File: config.mk
export PLATFORM = sky130hd
export DESIGN_NAME = branch_predictor
export DESIGN_NICKNAME = d
export VERILOG_FILES = /design/src/rtl/branch_predictor.sv
export SDC_FILE = /design/constraint.sdc
export NUM_CORES = 1
export LEC_CHECK = 0
export CORE_MARGIN = 2
export CORE_UTILIZATION = 61
export DETAILED_ROUTE_END_ITERATION = 8
export PLACE_DENSITY = 0.79
export SLEW_MARGIN = 25
export SYNTH_ARGS = -nofsm -noshare
export SYNTH_HDL_FRONTEND = slang
export SYNTH_SLANG_ARGS = --single-unit
File: constraint.sdc
create_clock -name clk -period 16.3 [get_ports clk]
set_input_delay 4.89 -clock clk [delete_from_list [all_inputs] [get_ports clk]]
set_output_delay 4.89 -clock clk [all_outputs]
set_load 0.03 [all_outputs]
File: src/rtl/branch_predictor.sv
// Direct-mapped branch target buffer with 2-bit saturating direction counters.
// Define BP_STATS_EN to add the BP_lookups / BP_mispredicts statistics counters.
module branch_predictor #(
  parameter int PC_BITS  = 12,
  parameter int IDX_BITS = 4
) (
  input  logic               clk,
  input  logic               rst,
  input  logic [PC_BITS-1:0] F_pc,
  output logic               F_BP_taken,
  output logic [PC_BITS-1:0] F_BP_target_pc,
  input  logic               EX_upd_en,
  input  logic [PC_BITS-1:0] EX_pc,
  input  logic               EX_true_taken,
  input  logic [PC_BITS-1:0] EX_target_pc
`ifdef BP_STATS_EN
  ,
  output logic [31:0]        BP_lookups,
  output logic [31:0]        BP_mispredicts
`endif
);

  localparam int ENTRIES  = 1 << IDX_BITS;
  localparam int TAG_BITS = PC_BITS - IDX_BITS;

  typedef struct packed {
    logic                valid;
    logic [TAG_BITS-1:0] tag;
    logic [PC_BITS-1:0]  target;
    logic [1:0]          ctr;
  } entry_t;

  localparam entry_t RST_ENTRY = '{valid: 1'b0, tag: '0, target: '0, ctr: 2'b01};

  entry_t [ENTRIES-1:0] tbl_q, tbl_d;

  logic [IDX_BITS-1:0] f_idx, ex_idx;
  logic [TAG_BITS-1:0] f_tag, ex_tag;
  logic                f_hit, ex_hit, ex_pred;

  assign f_idx  = F_pc[IDX_BITS-1:0];
  assign f_tag  = F_pc[PC_BITS-1:IDX_BITS];
  assign ex_idx = EX_pc[IDX_BITS-1:0];
  assign ex_tag = EX_pc[PC_BITS-1:IDX_BITS];

  // Lookup reads the registered table only, so a same-cycle update is not bypassed.
  assign f_hit          = tbl_q[f_idx].valid && (tbl_q[f_idx].tag == f_tag);
  assign F_BP_taken     = f_hit && tbl_q[f_idx].ctr[1];
  assign F_BP_target_pc = F_BP_taken ? tbl_q[f_idx].target : '0;

  assign ex_hit  = tbl_q[ex_idx].valid && (tbl_q[ex_idx].tag == ex_tag);
  assign ex_pred = ex_hit && tbl_q[ex_idx].ctr[1];

  always_comb begin
    tbl_d = tbl_q;
    if (EX_upd_en) begin
      if (ex_hit) begin
        if (EX_true_taken) begin
          if (tbl_q[ex_idx].ctr != 2'b11) tbl_d[ex_idx].ctr = tbl_q[ex_idx].ctr + 2'b01;
          tbl_d[ex_idx].target = EX_target_pc;
        end else if (tbl_q[ex_idx].ctr != 2'b00) begin
          tbl_d[ex_idx].ctr = tbl_q[ex_idx].ctr - 2'b01;
        end
      end else if (EX_true_taken) begin
        // Not-taken misses never allocate; taken misses evict whatever lived here.
        tbl_d[ex_idx] = '{valid: 1'b1, tag: ex_tag, target: EX_target_pc, ctr: 2'b10};
      end
    end
  end

  always_ff @(posedge clk) begin
    if (rst) begin
      for (int i = 0; i < ENTRIES; i++) tbl_q[i] <= RST_ENTRY;
    end else begin
      tbl_q <= tbl_d;
    end
  end

`ifdef BP_STATS_EN
  logic [31:0] lookups_q, lookups_d, mispredicts_q, mispredicts_d;

  always_comb begin
    lookups_d     = lookups_q;
    mispredicts_d = mispredicts_q;
    if (EX_upd_en) begin
      if (lookups_q != 32'hFFFF_FFFF) lookups_d = lookups_q + 32'd1;
      if ((ex_pred != EX_true_taken) && (mispredicts_q != 32'hFFFF_FFFF))
        mispredicts_d = mispredicts_q + 32'd1;
    end
  end

  always_ff @(posedge clk) begin
    if (rst) begin
      lookups_q     <= '0;
      mispredicts_q <= '0;
    end else begin
      lookups_q     <= lookups_d;
      mispredicts_q <= mispredicts_d;
    end
  end

  assign BP_lookups     = lookups_q;
  assign BP_mispredicts = mispredicts_q;
`else
  logic unused_ex_pred;
  assign unused_ex_pred = ex_pred;
`endif

endmodule

==> results.json <==
{
  "cap_violations": 0,
  "routabilityCongestion": 0.866,
  "first_global_vias": 14300,
  "finalPower_mw": 1.95,
  "worst-slew-pin-transition_ps": 1090,
  "avgSynthCellArea_um2": 9.62,
  "cts_hold_buf": 0,
  "synth_edf_count": 0,
  "nets": 1817,
  "antenna_left": 0,
  "largest_reg_flops": 368,
  "critPathArrivalTime_ps": 8750,
  "drive_gt1_share_pct": 15.5,
  "cts-root-buf": "clkbuf_16",
  "yosysWarnings": 0,
  "drt_wl_total_mm": 51.2,
  "synth_common_cells": "416 x nand2_1, 368 x dfxtp_1, 209 x a21oi_1, 174 x nor2_1, 148 x mux4_2",
  "n_fill_cell": 2105,
  "synthTopCellsByArea": "dfxtp_1 42%, mux4_2 19%, nand2_1 8.8%, mux2i_1 8.3%, a21oi_1 5.9%",
  "regArea_um2": 7370,
  "core_um2": 28600,
  "peakVddDrop_mv": 0.0873,
  "ys_seq_area_share_pct": 41.7,
  "regMostFlops": "tbl_q",
  "dr.pass1.iters": 6,
  "grt_max_degree": 180,
  "clock_skew_ps": 26.6,
  "grt.overflow.total": 0,
  "clockBufferDepth": 3,
  "cts_buffers": 39,
  "ys_ff_latch": 368,
  "via_per_inst": 6.62,
  "syn_nets": 1878,
  "rows": 62,
  "synth_flop_cell": "dfxtp_1",
  "top_regs": "tbl_q: 368 flops",
  "slew_viol_final": 0,
  "dr_total_vias": 14500,
  "crit_fanout": 52,
  "worst_setup_path_start_kind": "input port",
  "fin_crit_sh_pct": 83.7,
  "initial_core_util_pct": 61.7,
  "hold_violations": 0,
  "power_density_nw_per_um2": 99.5,
  "wl_per_cell_um": 23.4,
  "fin_tns_setup_ps": 0,
  "grt_antenna_before_repair": 1,
  "multi_input_area_um2": 9540,
  "cts_tree": "yes",
  "timing.hold.ws_ps": 453,
  "layout_min_cycle_time_ps": 13640,
  "port_buffers": 52,
  "synth.top_cell.area_share_pct": 41.7,
  "drt_iter0_drc": 1750,
  "synth_top_area_cell": "dfxtp_1",
  "synthCells": 1836,
  "insertion_delay_ps": 540,
  "grt_usage_pct": 33.8,
  "fmax_ghz": 0.0733,
  "worst_ep_required_time_ps": 11410,
  "cts_resized": 0,
  "synth_cell_types": 42,
  "clock-sinks": 368,
  "leakage_nw": 6.37,
  "slew-limit-headroom_pct": 26.5,
  "drcViolationCount": 0,
  "die_y_um": 174,
  "final_util_pct": 68.4,
  "grt_pass1_wl_mm": 79.8,
  "cts_setup_buffers": 0,
  "die_w_um": 174,
  "clk_pin_slew_ps": 60,
  "rsz0062_at_grt": "false",
  "place_hpwl_mm": 30.6,
  "critPathKind": "in -> out",
  "placed_area_um2": 18200,
  "outcome": "completed",
  "hp-class": "reg -> reg",
  "r2r_slack_ps": 12380,
  "setup_viol": 0,
  "ys_async_sr_fraction_pct": 0,
  "syn_to_final_growth_pct": 10.7,
  "dieArea_um2": 30300,
  "fin_area_um2": 19600,
  "syn_area_um2": 17700,
  "io_pins": 53,
  "synth.most_common_cell": "nand2_1",
  "cp-end-kind": "output port",
  "htree_levels": 2
}
==> layout make-up <==
| cell class | instances | area share (%) |
|---|---|---|
| Sequential cell | 368 | 37.7 |
| Antenna cell | 1 | 0.0128 |
| Timing Repair Buffer | 91 | 4.35 |
| Tap cell | 384 | 2.46 |
| Inverter | 6 | 0.115 |
| Multi-Input combinational cell | 1269 | 48.8 |
| Clock inverter | 13 | 0.934 |
| Clock buffer | 55 | 5.71 |
==> worst paths after layout <==
check | startpoint | to | cells after the start
hold reg to reg | tbl_q[312]$_SDFFE_PP0P_ | tbl_q[312]$_SDFFE_PP0P_ | 2
setup reg to reg | tbl_q[359]$_SDFFE_PP0P_ | tbl_q[346]$_SDFFE_PP0P_ | 7
hold / removal | tbl_q[312]$_SDFFE_PP0P_ | tbl_q[312]$_SDFFE_PP0P_ | 2
setup / recovery | F_pc[0] | F_BP_target_pc[7] | 7
==> report_power, final <==
group / switching [mW] / internal [mW]
Sequential: 0.00496 / 0.907
Clock: 0.369 / 0.542
Combinational: 0.0823 / 0.0426
Total: 0.456 / 1.49
==> through the flow <==
| stage | worst slack [ps] | instances |
|---|---|---|
| 3_3_place_gp | 2530 | 2112 |
| 3_5_place_dp | 2380 | 2113 |
| 5_1_grt | 2370 | 2186 |
| 6_report | 2660 | 2187 |
| 2_1_floorplan | 3950 | 1836 |
| 4_1_cts | 2380 | 2181 |
==> cells in the final DEF, fill, tap and decap left out, types with 6 or more instances in the layout <==
cell             Yosys  routed
clkinv_2             0       6
a21oi_1            209     209
nor3_1              15      12
buf_4               15      35
nor4_4               0       7
clkbuf_16            0      40
o21ai_0             24      24
mux2i_1            147     147
o221ai_2            10      10
clkbuf_8             0       7
a221o_1             16      16
dfxtp_1            368     368
nor2_1             174     174
clkdlybuf4s50_1      0      45
mux4_2             148     148
nor2b_1             16      16
nand3_1             10      10
o221ai_1             6       6
nand2_1            416     416
xor2_1               8       8
clkbuf_1           131       9
xnor2_1             10      10
o2bb2ai_1           16      16
and3_1              14      14
==> worst max-delay path, stage by stage <==
cell and delay [ps]:
buf_4 480, buf_6 640, mux4_2 590, mux4_2 540
xnor2_1 600, and3_1 290, clkdlybuf4s50_1 670
==> routing by layer <==
| layer | GRT usage (%) | vias up | wire length (um) | part of all wire [%] |
|---|---|---|---|---|
| li1 | - | 6310 | - | - |
| met3 | 5.49 | 232 | 4890 | 9.5 |
| met2 | 54.2 | 881 | 23900 | 47 |
| met4 | 21.3 | 0 | 3410 | 6.7 |
| met5 | 0 | - | 0 | 0 |
| met1 | 42.8 | 7052 | 19100 | 37 |
==> cells by family (layout without fill, tap and decap cells) <==
group | count (synthesis) | after routing | share of synthesized area [%]
and+or+nand+nor | 662 | 662 | 15.0
buffers and inverters | 199 | 165 | 5.04
AOI/OAI and AO/OA | 292 | 292 | 10.0
muxes | 295 | 295 | 27.2
xor gates and xnor gates | 18 | 18 | 0.892
other | 0 | 1 | 0
DFF | 368 | 368 | 41.7
adders and majority gates | 2 | 2 | 0.142
Note: power is estimated with default switching activity, not from simulation.
==> RTL change (same settings) <==
Add a define of `BP_STATS_EN`.
--- a/src/rtl/branch_predictor.sv
+++ b/src/rtl/branch_predictor.sv
@@ -1,4 +1,6 @@
 // Direct-mapped branch target buffer with 2-bit saturating direction counters.
 // Define BP_STATS_EN to add the BP_lookups / BP_mispredicts statistics counters.
+`define BP_STATS_EN
+
 module branch_predictor #(
   parameter int PC_BITS  = 12,
New outputs: BP_lookups and BP_mispredicts. Check against the original RTL: not settled (the Yosys comparison gave no result); the edit may change what the design does.
==> RTL change against the original RTL <==
Worst setup slack lost 410 ps. Total power up 16%. Sequential cell count increased by 64. Sequential power grew 17%. Wire length grew 23%. Clock power up 15%. Count of clock-buffer cells in the layout grew 19. Area after synthesis increased by 16%. Final area rose by 19%. Cell count increased by 28%. Worst hold slack hardly changed. Critical path depth increased by 2. Non-clock buffer count increased by 58.
==> RTL change: results (changes against the original RTL) <==
metric,value,unit,change
"top cells by area, synth","dfxtp_1, mux4_2, nand2_1, a21oi_1, nand3_1",,
vias per cell,6.58,,-0.51%
vias in the first global route,18000,,+26%
Leak Pwr,7.60,nW,+19%
max reg flops,368,,unchanged
DP Worst Slack,2300,ps,-75.0 ps
FF-to-FF Start,tbl_q[225]$_SDFFE_PP0P_,,
measured slew at the worst slew-check pin,1020,ps,-72.5 ps
worst hold path type,reg2reg,,
Synth cell types,53,,+26%
Commonest cells post-synth,"nand2_1, dfxtp_1, a21oi_1",,
end point of the critical path,F_BP_target_pc[1],,
first-pass GRT wire length,98400,microns,+23%
outcome,completed,,
Reg2Reg Depth,10,,+3
worst skew pair latency,560,ps,+20 ps
diodes inserted,0,,-1
DP HPWL,38500,microns,+26%
filler instances,2475,,+18%
slowest CP cell,nor4_4,,
Worst EP arrival,9170,ps,+420 ps
clk_skew,17.1,ps,-9.51 ps
first-pass detailed-route iteration total,8,,+2
post-synthesis net count,2393,,+27%
crit path launch,F_pc[1],,
largest net degree at the start of global routing,149,,-17%
Total Routing Usage GR,35.3,%,+1.5 points
share of layout cells above drive strength 1,11.5,%,-4.1 points
RR Endpoint,tbl_q[292]$_SDFFE_PP0P_,,
GP Congestion,0.913,,+5.4%
CTS Buf Count,46,,+18%
total wire length,63200,microns,+23%
initial DRC count,2471,,+41%
CP peak stage delay,830,ps,+160 ps
"reg-to-reg slack, setup",11730,ps,-650 ps
PortBufs,116,,+120%
worst vdd ir,71.6,uV,-18%
sequential share of the synthesized area,42.2,%,+0.51 points
-- RTL change: changes by cell type after synthesis, moves of 64 or more --
cell	change
nor2_1	-106
a21oi_1	+164
nand3_1	+168
mux2i_1	-97
dfxtp_1	+64
nand2_1	+176
-- RTL change: routing by layer --
metal | share of wire, % | global-route usage (%) | up-vias
met1 | 38 | 46.2 | 8786
li1 | - | - | 8184
met4 | 5.2 | 17.1 | 2
met2 | 45 | 54.2 | 1275
met3 | 12 | 9.85 | 250
met5 | 0.021 | 0 | -
-- RTL change: worst register-to-register path, stage by stage (launching register included) --
cell and delay (ps):
dfxtp_1 340, mux4_2 480, mux2i_1 250, xor2_1 130, o2111ai_1 130, nand4b_1 340
a21bo_4 830, buf_4 910, nand2_1 690, nand2_1 220, a21oi_1 80
-- RTL change: worst min-delay path by stage --
| stage | startpoint | end | slack, ps | cells past startpoint |
|---|---|---|---|---|
| after floorplan | tbl_q[140]$_SDFFE_PP0P_ | tbl_q[140]$_SDFFE_PP0P_ | 430 | 2 |
| after global placement | tbl_q[77]$_SDFFE_PP0P_ | tbl_q[77]$_SDFFE_PP0P_ | 440 | 2 |
| after detailed placement | tbl_q[329]$_SDFFE_PP0P_ | tbl_q[329]$_SDFFE_PP0P_ | 450 | 2 |
| after CTS | tbl_q[329]$_SDFFE_PP0P_ | tbl_q[329]$_SDFFE_PP0P_ | 450 | 2 |
| after global routing | tbl_q[353]$_SDFFE_PP0P_ | tbl_q[353]$_SDFFE_PP0P_ | 470 | 2 |
| final | tbl_q[55]$_SDFFE_PP0P_ | tbl_q[55]$_SDFFE_PP0P_ | 450 | 2 |
-- RTL change: cell families after synthesis --
group           count (synthesis)  synth area share [%]
compound gates                460                  12.2
xor+xnor                       46                  1.97
fa+ha+maj                       4                 0.244
mux                           193                  17.8
buf+inv                       230                  4.57
flops                         432                  42.2
simple gates                  984                  21.0
-- RTL change: power breakdown --
group          internal (mW)  switching [mW]  total (mW)
sequential              1.06         0.00660        1.07
combinational         0.0459          0.0922       0.138
clock                  0.631           0.422        1.05
total                   1.74           0.521        2.26
-- RTL change: through the flow --
| step | hold slack [ps] | total power, mW | std cells | utilization [%] | area [sq um] |
|---|---|---|---|---|---|
| after floorplan | 433 | 1.19 | 2349 | - | 20500 |
| after global placement | 439 | 1.22 | 2727 | 65.0 | 21600 |
| after detailed placement | 447 | 1.23 | 2727 | 65.1 | 21700 |
| after CTS | 455 | 2.26 | 2808 | 69.6 | 23200 |
| after global routing | 470 | 2.32 | 2809 | 69.8 | 23200 |
| final | 453 | 2.26 | 2809 | 69.8 | 23200 |
-- RTL change: final cells by class --
type	count	area share [%]
clock buffers	74	6.02
clock inverters	7	0.490
inverters	12	0.194
multi-input cells	1687	47.5
flip-flops and latches	432	37.3
well taps	448	2.41
repair buffers	149	6.08
